`src/rtl/uart_rx_ctrl.sv`:
```
// UART receive frame sequencer: detects the start edge, times each bit, drives the
// deserializer enable and checks start glitch, parity and stop bit.
module uart_rx_ctrl #(
  parameter int DATA_WIDTH = 8
) (
  input  logic       clk,
  input  logic       rst,
  input  logic       rx_in,
  input  logic       sampled_bit,
  input  logic [5:0] prescale,
  input  logic       par_en,
  input  logic       par_typ,
  output logic       deser_en,
  output logic [5:0] edge_count,
  output logic       busy,
  output logic       data_valid,
  output logic       par_err,
  output logic       stp_err
);

  localparam int BW = (DATA_WIDTH > 1) ? $clog2(DATA_WIDTH) : 1;
  localparam logic [BW-1:0] LAST_BIT = BW'(DATA_WIDTH - 1);

  typedef enum logic [2:0] {
    IDLE,
    START,
    DATA,
    PARITY,
    STOP
  } state_t;

  state_t        state_q, state_d;
  logic [5:0]    edge_q, edge_d;
  logic [5:0]    presc_q, presc_d;
  logic [5:0]    presc_clamped;
  logic [BW-1:0] bit_q, bit_d;
  logic          acc_q, acc_d;
  logic          par_err_q, par_err_d;
  logic          stp_err_q, stp_err_d;
  logic          dv_q, dv_d;
  logic          end_of_bit;

  // Out-of-range prescale values are pulled into the range the sampler can handle.
  assign presc_clamped = (prescale < 6'd4)  ? 6'd4  :
                         (prescale > 6'd32) ? 6'd32 : prescale;
  assign end_of_bit    = (edge_q == presc_q - 6'd1);

  always_ff @(posedge clk or posedge rst) begin
    if (rst) begin
      state_q   <= IDLE;
      edge_q    <= 6'd0;
      presc_q   <= 6'd8;
      bit_q     <= '0;
      acc_q     <= 1'b0;
      par_err_q <= 1'b0;
      stp_err_q <= 1'b0;
      dv_q      <= 1'b0;
    end else begin
      state_q   <= state_d;
      edge_q    <= edge_d;
      presc_q   <= presc_d;
      bit_q     <= bit_d;
      acc_q     <= acc_d;
      par_err_q <= par_err_d;
      stp_err_q <= stp_err_d;
      dv_q      <= dv_d;
    end
  end

  always_comb begin
    state_d   = state_q;
    edge_d    = 6'd0;
    presc_d   = presc_q;
    bit_d     = bit_q;
    acc_d     = acc_q;
    par_err_d = par_err_q;
    stp_err_d = stp_err_q;
    dv_d      = 1'b0;

    if (state_q != IDLE) begin
      edge_d = end_of_bit ? 6'd0 : edge_q + 6'd1;
    end

    case (state_q)
      IDLE: begin
        if (!rx_in) begin
          state_d   = START;
          presc_d   = presc_clamped;
          par_err_d = 1'b0;
          stp_err_d = 1'b0;
          acc_d     = 1'b0;
        end
      end
      START: begin
        if (end_of_bit) begin
          if (sampled_bit) begin
            state_d = IDLE;
          end else begin
            state_d = DATA;
            bit_d   = '0;
          end
        end
      end
      DATA: begin
        if (end_of_bit) begin
          acc_d = acc_q ^ sampled_bit;
          bit_d = bit_q + 1'b1;
          if (bit_q == LAST_BIT) begin
            state_d = par_en ? PARITY : STOP;
          end
        end
      end
      PARITY: begin
        if (end_of_bit) begin
          par_err_d = sampled_bit ^ acc_q ^ par_typ;
          state_d   = STOP;
        end
      end
      STOP: begin
        if (end_of_bit) begin
          stp_err_d = ~sampled_bit;
          // The word is only good if both the new stop result and parity are clean.
          dv_d      = sampled_bit & ~par_err_q;
          state_d   = IDLE;
        end
      end
      default: state_d = IDLE;
    endcase
  end

  assign deser_en   = (state_q == DATA);
  assign busy       = (state_q != IDLE);
  assign edge_count = edge_q;
  assign data_valid = dv_q;
  assign par_err    = par_err_q;
  assign stp_err    = stp_err_q;

endmodule
```
`config.mk`:
```
export PLATFORM = sky130hd
export DESIGN_NAME = uart_rx_ctrl
export DESIGN_NICKNAME = d
export VERILOG_FILES = /design/src/rtl/uart_rx_ctrl.sv
export SDC_FILE = /design/constraint.sdc
export NUM_CORES = 1
export LEC_CHECK = 0
export CORE_UTILIZATION = 51
export DETAILED_ROUTE_END_ITERATION = 7
export PLACE_DENSITY = 0.78
export SETUP_SLACK_MARGIN = 0.05
export SLEW_MARGIN = 20
export SYNTH_ARGS = -nofsm -noshare
export SYNTH_HDL_FRONTEND = slang
export SYNTH_SLANG_ARGS = --single-unit
```
`constraint.sdc`:
```
create_clock -name clk -period 3 [get_ports clk]
set_input_delay 0.9 -clock clk [delete_from_list [all_inputs] [get_ports clk]]
set_output_delay 0.9 -clock clk [all_outputs]
set_load 0.01 [all_outputs]
```
==> metrics.yaml, run 1 <==
outcome: "finished, final reports clean"
synthTopCellsByArea: "dfrtp_1, xnor2_1, nor3_1, ha_1, nand2_1"
syn_inst: 127
synthFlopType: "dfrtp_1"
numCtsBuffers: 3
grt_start_max_net_pins: 23
fmax_mhz: 377.9
synth_area_leader_cell: "dfrtp_1"
finalHoldViolCount: 0
die_x_um: 51.90
ctsLongestPathBuffers: 2
grt_pass1_vias: 1028
area_growth_pct: 22.86
clock_sinks: 22
p_sw_mw: 0.5473
grt_pass1_wl_mm: 4.754
synth-edff-count: 0
hold_slack_ps: 511.9
antenna_found_initial: 0
overflow: 0
cts_htree_levels: 1
maxSlewViolCount: 0
die_area_sq_um: 2694
crit_required_ps: 2100
syn_area_sq_um: 1270
gp_congestion: 0.7847
tritoncts: "yes"
grt_usage_pct: 24.18
start_util_pct: 55.80
fp.dieH_um: 51.90
arrival_ps: 1750
p_int_mw: 0.8038
max_stage_delay_ps: 510
wl_mm: 2.711
drtIter0Drc: 24
tns_ps: 0
p_per_area_nw_per_um2: 866.0
dp_hpwl_mm: 2.032
wl_per_cell_um: 15.15
p_leak_nw: 0.6259
worst-slew-pin-transition_ps: 694.7
yosysWarnings: 0
fin_skew_ps: 3.126
critical_path.slowest_cell: "dfrtp_1"
vias: 1050
p_clk_share_pct: 12.0
ctsHoldBuffers: 0
p_comb_share_pct: 49.3
rsz0062_at_grt: "false"
synth_fp_nets: 143
clk_latency_ps: 300
crit_path_max_fanout: 10
async_flop_share_pct: 100.0
synth_top_area_share_pct: 41.38
post_cts_buffers: 0
root_buffer: "clkbuf_4"
port-buffer-count: 22
synthDistinctLibCells: 37
ios: 23
dr.pass1.iters: 4
seq_power_share_pct: 38.7
drive_above_1_share_pct: 13.91
syn_avg_cell_area_sq_um: 10.00
drc_errors: 0
synth-seq-area-share_pct: 43.45
min_period_ps: 2646
detail-route-antenna-nets: 0
finalCritPeriodShare_pct: 88.20
crit_path_cell_trace: "nor3_1, buf_4, inv_1, clkdlybuf4s50_1"
crit_type: "flip-flop to output pin"
finalSetupViolCount: 0
viasPerCell: 5.866
hold_path_class: "flip-flop to flip-flop"
rows: 17
max_cap_violations: 0
diodes: 0
end_kind: "output pin"
worst_setup_path_start_kind: "flip-flop"
utilization_pct: 68.55
max_slew_margin_pct: 53.69
cts_resized: 0
ys_ff_latch: 22
vdd_ir_drop_max_uv: 645.6
num-nets-final: 168
clkSlewWorstSetupHoldPaths_ps: 120
core_sq_um: 2276
sw_frac_of_total_pct: 40.51
through the flow:
step | total power, mW | std cells | area [sq um] | setup WS, ps
after global placement | 1.161 | 175 | 1524 | 469.5
final | 1.351 | 179 | 1560 | 354.0
after detailed placement | 1.191 | 175 | 1524 | 444.7
after CTS | 1.355 | 179 | 1560 | 357.8
after global routing | 1.460 | 179 | 1560 | 256.5
after floorplan | 0.9761 | 127 | 1270 | 823.8
kinds of logic after synthesis:
logic type                 share of synthesized area [%]
AOI/OAI and AO/OA                                  16.16
DFF                                                43.45
and+or+nand+nor                                    20.30
buffers and inverters                              3.645
xor gates and xnor gates                           9.655
adders and majority gates                          3.941
muxes                                              2.857
flip-flops by register name, indices dropped and copies added, names as in the netlist:
| name | flops |
|---|---|
| edge_count | 6 |
| presc_q | 6 |
| bit_q | 3 |
| state_q | 3 |
| acc_q | 1 |
| data_valid | 1 |
| par_err | 1 |
| stp_err | 1 |
power by group through the flow:
stage / Sequential, mW / Clock [mW] / Combinational [mW]
5_1_grt: 0.536 / 0.181 / 0.742
6_report: 0.523 / 0.162 / 0.666
2_1_floorplan: 0.506 / 0 / 0.471
3_5_place_dp: 0.530 / 0 / 0.661
3_3_place_gp: 0.522 / 0 / 0.639
4_1_cts: 0.522 / 0.167 / 0.666
area by class of cell:
class,count,area [sq um]
Tap cell,28,35.03
Multi-Input combinational cell,93,671.9
Sequential cell,22,551.8
Timing Repair Buffer,24,235.2
Clock buffer,4,36.28
Fill cell,188,715.7
Inverter,8,30.03
cell usage in the layout, fill, tap and decap left out, types with 2 or more instances in the layout:
master | Yosys | routed
a21oi_1 | 2 | 2
nor4_1 | 3 | 3
clkbuf_4 | 0 | 3
o21ai_0 | 5 | 5
dfrtp_1 | 21 | 21
o31ai_1 | 3 | 3
a22o_2 | 3 | 3
buf_4 | 0 | 2
nand2_1 | 10 | 10
ha_1 | 4 | 4
nor2_1 | 9 | 9
o2bb2ai_1 | 2 | 2
nand2b_1 | 2 | 2
xnor2_1 | 12 | 12
a211oi_1 | 2 | 2
inv_1 | 8 | 8
nand3_1 | 4 | 4
xor2_1 | 2 | 2
nor3_1 | 11 | 11
o31a_2 | 2 | 2
nor3b_1 | 2 | 2
clkdlybuf4s50_1 | 0 | 22
Yosys cell counts (4+ instances only):
cell     count
inv_1        8
nand2_1     10
o21ai_0      5
ha_1         4
xnor2_1     12
dfrtp_1     21
nor2_1       9
nand3_1      4
nor3_1      11
final timing paths:
kind	start	slack (ps)	cells after the start	endpoint
max	state_q[0]$_DFFE_PP0P_	350	4	busy
min	par_err$_DFFE_PP0P_	510	1	data_valid$_DFF_PP0_
max reg2reg	presc_q[0]$_DFFE_PP0P_	580	7	bit_q[0]$_DFFE_PP0P_
min reg2reg	par_err$_DFFE_PP0P_	510	1	data_valid$_DFF_PP0_
max in group asynchronous	rst	1800	3	presc_q[3]$_DFFE_PP1P_
min in group asynchronous	rst	920	3	state_q[1]$_DFFE_PP0P_
routing by layer:
metal	global-route usage, %	wire length (um)
met1	31.78	1189
met2	40.60	1372
met3	3.801	131
met4	7.207	17
met5	0	0
worst max-delay path: cells and delay by family, from the launching register on:
kind / cells / cell delay [ps]
flops: 1 / 510
simple gates: 1 / 230
buf+inv: 3 / 700
Note: power is estimated with default switching activity, not from simulation.
==> inputs of run 2 (changes only) <==
Settings changed: CAP_MARGIN from default to 40, TNS_END_PERCENT from default to 20.
==> results of run 2 <==
Same layout as run 1: the final DEF is identical, and so are final timing and power.
==> RTL change 1: new RTL, config.mk and constraints of run 1 <==
`DATA_WIDTH`: 8 -> 4.
--- a/src/rtl/uart_rx_ctrl.sv
+++ b/src/rtl/uart_rx_ctrl.sv
@@ -1,7 +1,7 @@
 // UART receive frame sequencer: detects the start edge, times each bit, drives the
 // deserializer enable and checks start glitch, parity and stop bit.
 module uart_rx_ctrl #(
-  parameter int DATA_WIDTH = 8
+  parameter int DATA_WIDTH = 4
 ) (
   input  logic       clk,
   input  logic       rst,
Check against the original RTL: same outputs for any inputs over 10 cycles, from zero or initial values and one cycle with rst high; that may be too few to reach the edited logic, so the function may still have changed.
==> RTL change 1 against run 1 <==
- count of clock-buffer cells in the layout unchanged
- sequential share of layout area increased by 0.16 points
- worst setup slack worse by 0.21 ns
- register-to-register slack gained 0.14 ns
- sequential cell count shrank 1
- synthesized cell count is 2.4% lower
- routed wire length decreased by 9.2%
- via count is 4.0% lower
- cell area down 5.0%
- area after synthesis shrank 3.3%
- critical path type unchanged
- critical endpoint is now deser_en
Power is not compared: it rests on default switching activity, and its combinational part moved more than twofold at a synthesized area within 25%.
==> RTL change 1: results (changes against run 1) <==
stage,metric,value,unit,change
drt,num_vias,1008,,-4.0%
drt,route.final.wire_length,2460,um,-9.2%
finish,finalNetCount,161,,-4.2%
status,outcome,finished clean,,
logic_synthesis,ys_top_cells_by_count,"20 x sky130_fd_sc_hd__dfrtp_1, 11 x sky130_fd_sc_hd__nor3_1, 10 x sky130_fd_sc_hd__nand2_1, 9 x sky130_fd_sc_hd__nor2_1, 7 x sky130_fd_sc_hd__xor2_1",,
finish,drive_above_1_share,11.0,%,-2.9 points
grt,grt_util_met1,27.2,%,-4.6 points
place,placed_cells_incl_taps,169,,-3.4%
logic_synthesis,synthesis.area_per_instance,9.90,sq um,-1.0%
logic_synthesis,compound_gate_fraction_of_synth_area,14.8,%,-1.4 points
timing,finalWorstPathRequiredPeriod,2.85,ns,+0.209 ns
drt,wl_met2,1250,um,-8.7%
worst_setup_path,timing.critical_path.arrival,1.95,ns,+0.20 ns
logic_synthesis,synth_cell_types,43,,+16%
grt,grt_first_pass_wirelength,4240,um,-11%
logic_synthesis,yosysSeqAreaShare,42.9,%,-0.53 points
drt,drt-initial-drc-count,11,,-54%
worst_setup_path,crit-reg2reg-capture,data_valid$_DFF_PP0_,,
drt,dr_wl_met3,74,um,-44%
power_and_ir_drop,total_power,0.457,mW,
grt,groute.layer.met2.usage,38.2,%,-2.4 points
place,place_ws,0.508,ns,+0.0632 ns
grt,largest_net_degree_at_the_start_of_global_routing,22,,-4.3%
logic_synthesis,synthesis.nets,139,,-2.8%
logic_synthesis,synthAdderAreaFrac,3.06,%,-0.88 points
worst_setup_path,setup.worst_path.end,deser_en,,
worst_setup_path,setup.worst_path.start,state_q[1]$_DFFE_PP0P_,,
min_path,worst_hold_path.endpoint,bit_q[1]$_DFFE_PP0P_,,
worst_setup_path,r2r_cells,5,,-2
drt,routed_wire_length_per_instance,14.2,um,-6.0%
place,routabilityCongestion,0.919,,+17%
drt,drt-met1-wl,1120,um,-5.7%
grt,global_route.usage.total,21.9,%,-2.3 points
RTL change 1: cell count changes in the layout (fill, tap and decap cells not counted), sizes merged, moves of 2 or more:
cell,before,now
a21o,0,3
o31ai,3,1
nor4,4,2
a211oi,2,0
a31oi,0,2
xor2,2,7
inv,8,6
o2bb2ai,2,0
xnor2,12,6
a22o,4,2
RTL change 1: area by class of cell:
type / instances / area (sq um)
fill: 193 / 751
multi-input combinational: 91 / 644
sequential: 21 / 527
timing repair buffer: 23 / 228
tap: 28 / 35.0
clock buffer: 4 / 26.3
inverter: 6 / 22.5
RTL change 1: cell families after synthesis:
| kind of cell | Yosys count |
|---|---|
| multiplexers | 3 |
| XOR/XNOR | 13 |
| AO/OA/AOI/OAI | 23 |
| adder cells (fa/ha/maj) | 3 |
| AND/OR/NAND/NOR | 49 |
| flip-flops | 21 |
| buffers and inverters | 12 |
==> RTL change 2: new RTL, config.mk and constraints of run 1 <==
Made on the original files. Reset style: synchronous (`rst`), changed in one clocked block.
--- a/src/rtl/uart_rx_ctrl.sv
+++ b/src/rtl/uart_rx_ctrl.sv
@@ -45,7 +45,7 @@
                          (prescale > 6'd32) ? 6'd32 : prescale;
   assign end_of_bit    = (edge_q == presc_q - 6'd1);
 
-  always_ff @(posedge clk or posedge rst) begin
+  always_ff @(posedge clk) begin
     if (rst) begin
       state_q   <= IDLE;
       edge_q    <= 6'd0;
Function: differs if rst is asserted again (counterexample within 4 cycles, from zero or initial values and one cycle with rst high); with rst held inactive, the same outputs for 10 cycles.
==> RTL change 2 against run 1 <==
- via count increased by 6.4%
- highest routed layer unchanged
- area after synthesis is 0.39% lower
- routed wire length down 6.8%
- cell area down 1.2%
- critical path depth unchanged
- sequential cell count unchanged
- maximum frequency fell by 1.5%
- worst setup slack got worse by 0.039 ns
- clock skew shrank 0.0019 ns
- core utilization down 0.82 points
- final cell count up 8.4%
Power is not compared: it rests on default switching activity, and its combinational part moved more than twofold at a synthesized area within 25%.
==> RTL change 2: results (changes against run 1) <==
stage,metric,value,unit,change
logic_synthesis,ys_top_cells_by_count,"22 x sky130_fd_sc_hd__dfxtp_1, 16 x sky130_fd_sc_hd__nor2_1, 11 x sky130_fd_sc_hd__inv_1, 9 x sky130_fd_sc_hd__nor4_1",,
power_and_ir_drop,power.ir.vdd_worst,0.000334,V,
worst_setup_path,timing.critical_path.arrival,1.79,ns,+0.04 ns
logic_synthesis,postSynthCellCount,146,,+15%
logic_synthesis,synthesis.nets,162,,+13%
cts,cts.reportedPaths.clkPinSlew,0.12,ns,about the same
drt,drtAntennaViolNets,0,,unchanged
timing,timing.setup.tns,0,ns,unchanged
grt,grt_antenna_before_repair,0,,unchanged
logic_synthesis,dominant_cells_by_area_after_synthesis,"sky130_fd_sc_hd__dfxtp_1 35%, sky130_fd_sc_hd__xnor2_1 4.8%, sky130_fd_sc_hd__nor2_1 4.7%",,
grt,largest_net_degree_at_the_start_of_global_routing,17,,-26%
worst_setup_path,critPathSlowestCell,sky130_fd_sc_hd__clkdlybuf4s50_1,,
place,placed_cells_incl_taps,190,,+8.6%
cts,clock_latency,0.31,ns,
drt,firstDrtPassIters,4,,unchanged
cts,post_cts.repair.setup_buffers,0,,unchanged
place,port_buffers,22,,unchanged
worst_setup_path,slowest_delay,0.54,ns,+0.03 ns
logic_synthesis,synthesis.yosys.warnings,0,,unchanged
finish,insertedDiodeCount,0,,unchanged
finish,finalNetCount,183,,+8.9%
logic_synthesis,synth_cell_types,44,,+19%
min_path,holdCritPathClass,reg2reg,,
drt,routed_via_density,5.76,,-1.8%
cts,max-clock-path-buffers,2,,unchanged
power_and_ir_drop,power.net_switching,0.162,mW,
drt,route.final.wire_length,2530,um,-6.8%
timing,slew_headroom,65.1,%,+11 points
grt,grt_first_pass_wirelength,4220,um,-11%
worst_setup_path,top_family_by_delay_on_critical_path,buffers and inverters,,
power_and_ir_drop,pg_comb,0.111,mW,
cts,htreeDepth,1,,unchanged
cts,numCtsBuffers,3,,unchanged
status,outcome,finished clean,,
grt,global_route.usage.total,21.5,%,-2.6 points
grt,via_count_of_the_first_global_routing_pass,1027,,-0.097%
worst_setup_path,crit_fanout,11,,+1
timing,final_clock_skew,0.00124,ns,-0.00188 ns
finish,drive_above_1_share,8.43,%,-5.5 points
place,detailedPlacementHpwl,1980,um,-2.7%
place,routabilityCongestion,0.853,,+8.7%
power_and_ir_drop,p_leak,0.554,nW,
logic_synthesis,synth_async_sr_flop_share,0,%,-100 points
drt,routed_wire_length_per_instance,13.0,um,-14%
drt,drt-initial-drc-count,18,,-25%
logic_synthesis,yosysSeqAreaShare,34.8,%,-8.6 points
power_and_ir_drop,pwr.group.clock,0.165,mW,
power_and_ir_drop,share_clk_of_total_power,28.0,%,
RTL change 2: changes by cell type in the layout (fill, tap and decap cells not counted), moves of 5 or more:
cell                      before  now
sky130_fd_sc_hd__o21ai_0       5    0
sky130_fd_sc_hd__nor4_1        3    9
sky130_fd_sc_hd__xnor2_1      12    7
sky130_fd_sc_hd__nand2_1      10    5
sky130_fd_sc_hd__a21oi_1       2    7
sky130_fd_sc_hd__dfxtp_1       0   22
sky130_fd_sc_hd__dfrtp_1      21    0
sky130_fd_sc_hd__nor2_1        9   16
sky130_fd_sc_hd__nor3_1       11    5
RTL change 2: cells by family after synthesis:
| logic type | after synthesis | synth area share, % |
|---|---|---|
| flops | 22 | 34.8 |
| mux | 4 | 3.36 |
| buf+inv | 19 | 6.03 |
| xor+xnor | 13 | 9.59 |
| simple gates | 60 | 27.6 |
| compound gates | 24 | 14.6 |
| fa+ha+maj | 4 | 3.96 |
RTL change 2: timing repair:
item | in CTS | in global routing
hold endpoints to repair | 0 | 0
setup endpoints to repair | 0 | 1
gates resized for setup | 0 | 1
hold buffers | 0 | 0
RTL change 2: metrics by stage:
stage	hold WS, ns	setup slack, ns	instance area (sq um)
floorplan	0.449	0.991	1260
global placement	0.459	0.545	1500
detailed placement	0.459	0.502	1500
CTS	0.479	0.183	1540
global route	0.512	0.184	1540
finish	0.480	0.315	1540
RTL change 2: worst paths after layout:
kind | to | slack (ns) | from | depth (start not counted)
min reg2reg | data_valid$_SDFF_PP0_ | 0.48 | par_err$_SDFFE_PP0P_ | 1
max reg2reg | par_err$_SDFFE_PP0P_ | 0.74 | presc_q[0]$_SDFFE_PP0P_ | 7
min | data_valid$_SDFF_PP0_ | 0.48 | par_err$_SDFFE_PP0P_ | 1
max | deser_en | 0.31 | state_q[0]$_SDFFE_PP0P_ | 4
RTL change 2: worst reg2reg max path: cells and delay by family, from the launching register on:
family | cells | cell delay, ns
AOI/OAI and AO/OA | 3 | 0.63
DFF | 1 | 0.45
and+or+nand+nor | 1 | 0.39
muxes | 1 | 0.35
adders and majority gates | 1 | 0.26
buffers and inverters | 1 | 0.07
RTL change 2: routing by layer:
layer  track usage [%]  share of wire (%)
met1              23.7                 43
met2              37.9                 50
met4              14.0                2.6
met5                 0                  0
met3              3.51                3.6
RTL change 2: final cells by class:
class / count / area [sq um]
fillers: 189 / 734
repair buffers: 24 / 235
well taps: 28 / 35.0
multi-input cells: 105 / 753
clock buffers: 4 / 36.3
flip-flops and latches: 22 / 440
inverters: 11 / 41.3
